$ cat src/rtl/branch_target_predictor.sv
// branch_target_predictor
//   Direct-mapped branch target buffer with 2-bit saturating direction
//   counters. Lookup is purely combinational from the table state, so the
//   prediction for lookup_pc is available in the same cycle. Training is
//   applied at the rising clk edge and becomes visible to lookup on the
//   following cycle. There is no bypass from update to lookup.
//
//   Optional feature macro: BTB_STATS_EN adds the resolved-branch and
//   mispredict counters together with their output ports.
//
// Ports
//   clk                          rising-edge clock
//   reset_n                      asynchronous active-low reset
//   lookup_pc[31:0]              PC being fetched (bits [1:0] ignored)
//   branch_prediction_actual     predict taken for lookup_pc
//   pc_target_prediction_actual  predicted target, 0 when not predicting taken
//   update_valid                 a branch resolved this cycle
//   update_pc[31:0]              PC of the resolved branch (bits [1:0] ignored)
//   update_target[31:0]          computed target of the resolved branch
//   update_taken                 resolved direction (1 = taken)
//   update_predicted             prediction carried with the branch (stats only)
//   stat_branches[31:0]          resolved-branch count (BTB_STATS_EN)
//   stat_mispredicts[31:0]       mispredict count (BTB_STATS_EN)
//
// Handshake: update_valid is a single-cycle valid with no ready; the table
//   always accepts an update on the edge where update_valid is high and
//   reset_n is high. Lookup has no handshake at all.
module branch_target_predictor #(
  parameter int INDEX_BITS = 4
) (
  input  logic        clk,
  input  logic        reset_n,
  input  logic [31:0] lookup_pc,
  output logic        branch_prediction_actual,
  output logic [31:0] pc_target_prediction_actual,
  input  logic        update_valid,
  input  logic [31:0] update_pc,
  input  logic [31:0] update_target,
  input  logic        update_taken,
  input  logic        update_predicted
`ifdef BTB_STATS_EN
  ,
  output logic [31:0] stat_branches,
  output logic [31:0] stat_mispredicts
`endif
);

  localparam int ENTRIES = 1 << INDEX_BITS;
  localparam int TAG_W   = 30 - INDEX_BITS;

  logic             valid_q  [ENTRIES];
  logic [TAG_W-1:0] tag_q    [ENTRIES];
  logic [31:0]      target_q [ENTRIES];
  logic [1:0]       ctr_q    [ENTRIES];

  // Address split: [1:0] byte offset (ignored), then index, then tag.
  logic [INDEX_BITS-1:0] lookup_idx;
  logic [TAG_W-1:0]      lookup_tag;
  logic [INDEX_BITS-1:0] update_idx;
  logic [TAG_W-1:0]      update_tag;

  assign lookup_idx = lookup_pc[INDEX_BITS+1:2];
  assign lookup_tag = lookup_pc[31:INDEX_BITS+2];
  assign update_idx = update_pc[INDEX_BITS+1:2];
  assign update_tag = update_pc[31:INDEX_BITS+2];

  // Byte-offset bits are deliberately ignored; update_predicted only feeds
  // the optional statistics.
  logic unused_bits;
  assign unused_bits = ^{lookup_pc[1:0], update_pc[1:0], update_predicted};

  // ---------------- lookup (combinational, pre-update state) -------------
  logic lookup_hit;

  always_comb begin
    lookup_hit                  = valid_q[lookup_idx] && (tag_q[lookup_idx] == lookup_tag);
    branch_prediction_actual    = lookup_hit && ctr_q[lookup_idx][1];
    pc_target_prediction_actual = 32'd0;
    if (branch_prediction_actual) begin
      pc_target_prediction_actual = target_q[lookup_idx];
    end
  end

  // ---------------- training --------------------------------------------
  logic update_hit;
  assign update_hit = valid_q[update_idx] && (tag_q[update_idx] == update_tag);

  always_ff @(posedge clk or negedge reset_n) begin
    if (!reset_n) begin
      for (int i = 0; i < ENTRIES; i++) begin
        valid_q[i]  <= 1'b0;
        tag_q[i]    <= '0;
        target_q[i] <= 32'd0;
        ctr_q[i]    <= 2'b01;
      end
    end else if (update_valid) begin
      if (update_hit) begin
        if (update_taken) begin
          if (ctr_q[update_idx] != 2'b11) begin
            ctr_q[update_idx] <= ctr_q[update_idx] + 2'b01;
          end
          target_q[update_idx] <= update_target;
        end else if (ctr_q[update_idx] != 2'b00) begin
          ctr_q[update_idx] <= ctr_q[update_idx] - 2'b01;
        end
      end else if (update_taken) begin
        // Allocation replaces whatever aliases at this index, starting weak taken.
        valid_q[update_idx]  <= 1'b1;
        tag_q[update_idx]    <= update_tag;
        target_q[update_idx] <= update_target;
        ctr_q[update_idx]    <= 2'b10;
      end
      // Miss and not taken: nothing worth remembering.
    end
  end

`ifdef BTB_STATS_EN
  // ---------------- statistics (saturating) -----------------------------
  always_ff @(posedge clk or negedge reset_n) begin
    if (!reset_n) begin
      stat_branches    <= 32'd0;
      stat_mispredicts <= 32'd0;
    end else if (update_valid) begin
      if (stat_branches != 32'hFFFF_FFFF) begin
        stat_branches <= stat_branches + 32'd1;
      end
      if ((update_predicted != update_taken) && (stat_mispredicts != 32'hFFFF_FFFF)) begin
        stat_mispredicts <= stat_mispredicts + 32'd1;
      end
    end
  end
`endif

endmodule

$ cat config.mk
export PLATFORM = sky130hd
export DESIGN_NAME = branch_target_predictor
export DESIGN_NICKNAME = d
export VERILOG_FILES = /design/src/rtl/branch_target_predictor.sv
export SDC_FILE = /design/constraint.sdc
export NUM_CORES = 1
export LEC_CHECK = 0
export BUFFER_PORTS_ARGS = -buffer_cell sky130_fd_sc_hd__buf_2
export CAP_MARGIN = 30
export CORE_MARGIN = 2
export CORE_UTILIZATION = 50
export CTS_CLUSTER_SIZE = 20
export DETAILED_ROUTE_END_ITERATION = 8
export PLACE_DENSITY = 0.69
export SKIP_CTS_REPAIR_TIMING = 1
export SYNTH_ARGS = -nofsm -noshare
export SYNTH_HDL_FRONTEND = slang
export SYNTH_SLANG_ARGS = --single-unit
$ cat constraint.sdc
create_clock -name clk -period 4.41 [get_ports clk]
set_input_delay 0.6615 -clock clk [delete_from_list [all_inputs] [get_ports clk]]
set_output_delay 0.6615 -clock clk [all_outputs]
set_load 0.03 [all_outputs]
==> summary.txt <==
Setup path
  – Register-to-register setup slack: 0.51 ns
  – Start of the worst register-to-register path: tag_q[306]$_DFFE_PN0P_
  – Highest net fanout along the worst path: 15
  – Data arrival time of the worst path: 3.89 ns
  – Kind of start point of the critical path: input port
  – R2R Path End: ctr_q[31]$_DFFE_PN0P_
  – Worst path required time: 3.75 ns
  – Worst r2r path cells: 13
  – Worst Path Class, Setup: in -> out
  – CP endpoint kind: output port

Synth
  – Synthesis-stage register bit count: 976
  – Synth async-reset ratio: 100.0%
  – Proportion of synthesized chip area in sequential cells: 50.41%
  – Dominant synthesized flop cell: sky130_fd_sc_hd__dfrtp_1
  – Share of the synthesized area in the top cell type: 49.54%
  – Cells after synthesis: 3356
  – YS warnings: 0
  – Number of flops mapped to enable cells by yosys: 0
  – Post-synth design cell area: 48490 sq um
  – Library cells used by synthesis: 55
  – Cell with the most instances after synthesis: sky130_fd_sc_hd__dfrtp_1
  – Synth top cells by count: 960 x sky130_fd_sc_hd__dfrtp_1, 812 x sky130_fd_sc_hd__mux2_2, 432 x sky130_fd_sc_hd__nand2_1
  – Largest cells by area after synthesis: sky130_fd_sc_hd__dfrtp_1 50%, sky130_fd_sc_hd__mux2_2 19%, sky130_fd_sc_hd__mux4_2 17%, sky130_fd_sc_hd__nand2_1 3.3%, sky130_fd_sc_hd__clkbuf_1 1.5%
  – Synth Area per Inst: 14.45 sq um
  – Most area-hungry cell type in the Yosys netlist: sky130_fd_sc_hd__dfrtp_1
  – Synthesized Nets: 3459

Floorplan
  – Number of top-level pins: 134
  – Die W: 315.4 microns
  – Starting Density: 50.29%
  – Core area: 96420 sq um
  – Std-Cell Rows: 114
  – Die Ht: 315.4 microns
  – Die ar.: 99490 sq um

Placement
  – Cell area after placement: 51900 sq um
  – Count of buffers from port buffering: 128
  – RePlAce Congestion: 0.8944
  – DP HPWL: 81280 microns
  – DP Worst Slack: -0.3667 ns

Min path
  – Startpoint of the most critical hold path: update_target[20]
  – Worst hold path class: in -> reg
  – Min-Delay Path Depth: 3
  – End of the worst hold path: target_q[276]$_DFFE_PN0P_

Detailed routing
  – Final antenna-violating net count: 0
  – Drt wl/cell: 27.12 microns
  – Post-route met1 wirelength: 56500 microns
  – Met2 Wirelength: 63950 microns
  – Violation count after the first detailed-routing iteration: 2753
  – Highest metal layer with signal wires: met5
  – DRC violation count after routing: 0
  – Via density: 6.200
  – Total wire length after detailed routing: 132300 microns
  – Amount of wire on met3 after detailed routing: 8324 microns
  – Iteration count of the initial detailed-routing pass: 7
  – Via count: 30240

CTS
  – TritonCTS clock tree: yes
  – TritonCTS Sinks: 976
  – Worst-case clock buffer depth: 3
  – Clock root buffer: sky130_fd_sc_hd__clkbuf_16
  – Number of buffers created by CTS: 105
  – Maximum level of the CTS H-tree: 3
  – Clock Pin Slew Worst Setup and Hold Paths: 0.06 ns
  – Clock network latency to the later pin of the worst-skew pair: 0.70 ns

Finish
  – Layout overhead on the synthesized area: 15.44%
  – Finished layout cell area: 55980 sq um
  – Combined flip-flop and latch cell area: 24440 sq um
  – Final cell utilization of the core: 58.05%
  – Area taken by multi-input logic gates: 22920 sq um
  – Final #Nets: 3616
  – Fill cell instance count of the final layout: 7555
  – Fraction of final layout cells sized beyond drive strength 1: 50.08%

Global routing
  – Vias in the first global route: 31250
  – Total GRT Usage: 26.86%
  – Antenna violations before repair: 10
  – Total gr overflow: 0
  – Wire length of the first global-routing pass: 201200 microns
  – Largest net degree at the start of global routing: 110

STA
  – Top achievable clock speed: 219.6 MHz
  – Clock tree skew after final layout: 0.02861 ns
  – Setup repair after global routing missed its margin: true
  – Max-slew violation total from the final report: 0
  – Final hold slack: 0.3098 ns
  – Final critical path time including I/O delays and setup: 4.553 ns
  – Slack of the critical path: -0.1428 ns
  – Count of final setup violators: 33
  – Tightest slew margin relative to the limit: 29.38%
  – Post-route clock period utilization: 103.2%
  – Actual slew at the worst max-slew pin: 1.054 ns
  – Hold violation total from the final report: 0

Run status
  – Run status: finished with violations
  – Violations in the final reports: negative setup slack

Power
  – Leakage power: 25.07 nW
  – IR Drop Worst-Case VDD: 0.3780 mV
  – Pwr per Cell Area: 456.1 nW/um^2

Job
  – Max-cap violations: 0
-- how the worst max path moves through the flow --
stage	from	to	cells after the start
2_1_floorplan	lookup_pc[3]	pc_target_prediction_actual[10]	12
3_3_place_gp	lookup_pc[2]	pc_target_prediction_actual[15]	12
3_5_place_dp	lookup_pc[2]	pc_target_prediction_actual[1]	12
4_1_cts	lookup_pc[2]	pc_target_prediction_actual[19]	12
5_1_grt	tag_q[107]$_DFFE_PN0P_	pc_target_prediction_actual[27]	12
6_report	lookup_pc[2]	pc_target_prediction_actual[27]	14
-- power breakdown --
group,leakage (nW),internal [mW],switching (mW)
sequential,12.4,10.7,1.06
combinational,10.9,2.88,1.88
clock,1.77,5.31,3.72
total,25.1,18.9,6.66
-- flip-flops by register name, indices dropped and copies added, names as in the netlist --
name and count:
valid_q 16, tag_q 416, target_q 512, ctr_q 32
-- per-layer routing --
metal / global-route usage, % / up-vias
met5: 0 / -
met1: 38.59 / 16320
met4: 7.454 / 12
met3: 4.099 / 226
li1: - / 12690
met2: 42.99 / 997
-- cells by family after synthesis --
logic type	Yosys count	synth area share (%)
muxes	1279	38.23
adders and majority gates	2	0.05160
buffers and inverters	320	2.923
AOI/OAI and AO/OA	139	1.989
xor gates and xnor gates	65	1.174
DFF	976	50.41
and+or+nand+nor	575	5.220
-- area by class of cell --
cell class | count | share of cell area, %
Tap cell | 1276 | 2.852
Inverter | 19 | 0.1274
Timing Repair Buffer | 351 | 6.064
Clock buffer | 155 | 5.588
Clock inverter | 39 | 0.7533
Sequential cell | 976 | 43.67
Antenna cell | 2 | 0.008941
Multi-Input combinational cell | 2060 | 40.94
-- layout by cell type, fill, tap and decap left out, types with 9 or more instances in the layout --
master,instances
sky130_fd_sc_hd__buf_2,87
sky130_fd_sc_hd__nor3_2,9
sky130_fd_sc_hd__nor2b_1,20
sky130_fd_sc_hd__buf_6,23
sky130_fd_sc_hd__xnor2_1,44
sky130_fd_sc_hd__nor2b_4,17
sky130_fd_sc_hd__nand2_4,10
sky130_fd_sc_hd__nand3_1,11
sky130_fd_sc_hd__dfstp_2,16
sky130_fd_sc_hd__mux2_2,812
sky130_fd_sc_hd__clkbuf_1,21
sky130_fd_sc_hd__buf_4,170
sky130_fd_sc_hd__dfrtp_1,960
sky130_fd_sc_hd__clkinv_2,26
sky130_fd_sc_hd__mux4_2,375
sky130_fd_sc_hd__nand2_1,428
sky130_fd_sc_hd__inv_1,19
sky130_fd_sc_hd__o22ai_1,19
sky130_fd_sc_hd__mux2i_1,68
sky130_fd_sc_hd__clkbuf_8,27
sky130_fd_sc_hd__mux2_1,24
sky130_fd_sc_hd__nand2_2,10
sky130_fd_sc_hd__a22oi_1,16
sky130_fd_sc_hd__nand2b_1,20
sky130_fd_sc_hd__nor2_1,10
sky130_fd_sc_hd__a221oi_1,9
sky130_fd_sc_hd__a21oi_1,11
sky130_fd_sc_hd__o21ai_0,44
sky130_fd_sc_hd__clkbuf_16,109
sky130_fd_sc_hd__buf_12,60
sky130_fd_sc_hd__xor2_1,19
-- stage by stage --
| step | total power, mW | setup TNS (ns) | instances |
|---|---|---|---|
| 6_report | 25.53 | -2.896 | 4878 |
| 5_1_grt | 26.60 | -6.906 | 4877 |
| 4_1_cts | 25.60 | -12.26 | 4862 |
| 3_5_place_dp | 16.57 | -11.40 | 4668 |
| 3_3_place_gp | 16.37 | -11.29 | 4668 |
| 2_1_floorplan | 15.02 | 0 | 3356 |
-- critical path: stages --
cell,delay [ns]
sky130_fd_sc_hd__buf_16,0.18
sky130_fd_sc_hd__buf_8,0.18
sky130_fd_sc_hd__mux4_2,0.50
sky130_fd_sc_hd__mux4_2,0.50
sky130_fd_sc_hd__xnor2_2,0.15
sky130_fd_sc_hd__buf_6,0.14
sky130_fd_sc_hd__nand4_1,0.14
sky130_fd_sc_hd__nor4_4,0.37
sky130_fd_sc_hd__buf_4,0.16
sky130_fd_sc_hd__nand4_1,0.11
sky130_fd_sc_hd__buf_6,0.20
sky130_fd_sc_hd__clkbuf_16,0.20
sky130_fd_sc_hd__nor2b_1,0.15
sky130_fd_sc_hd__buf_4,0.19
(Power assumes the default switching activity.)
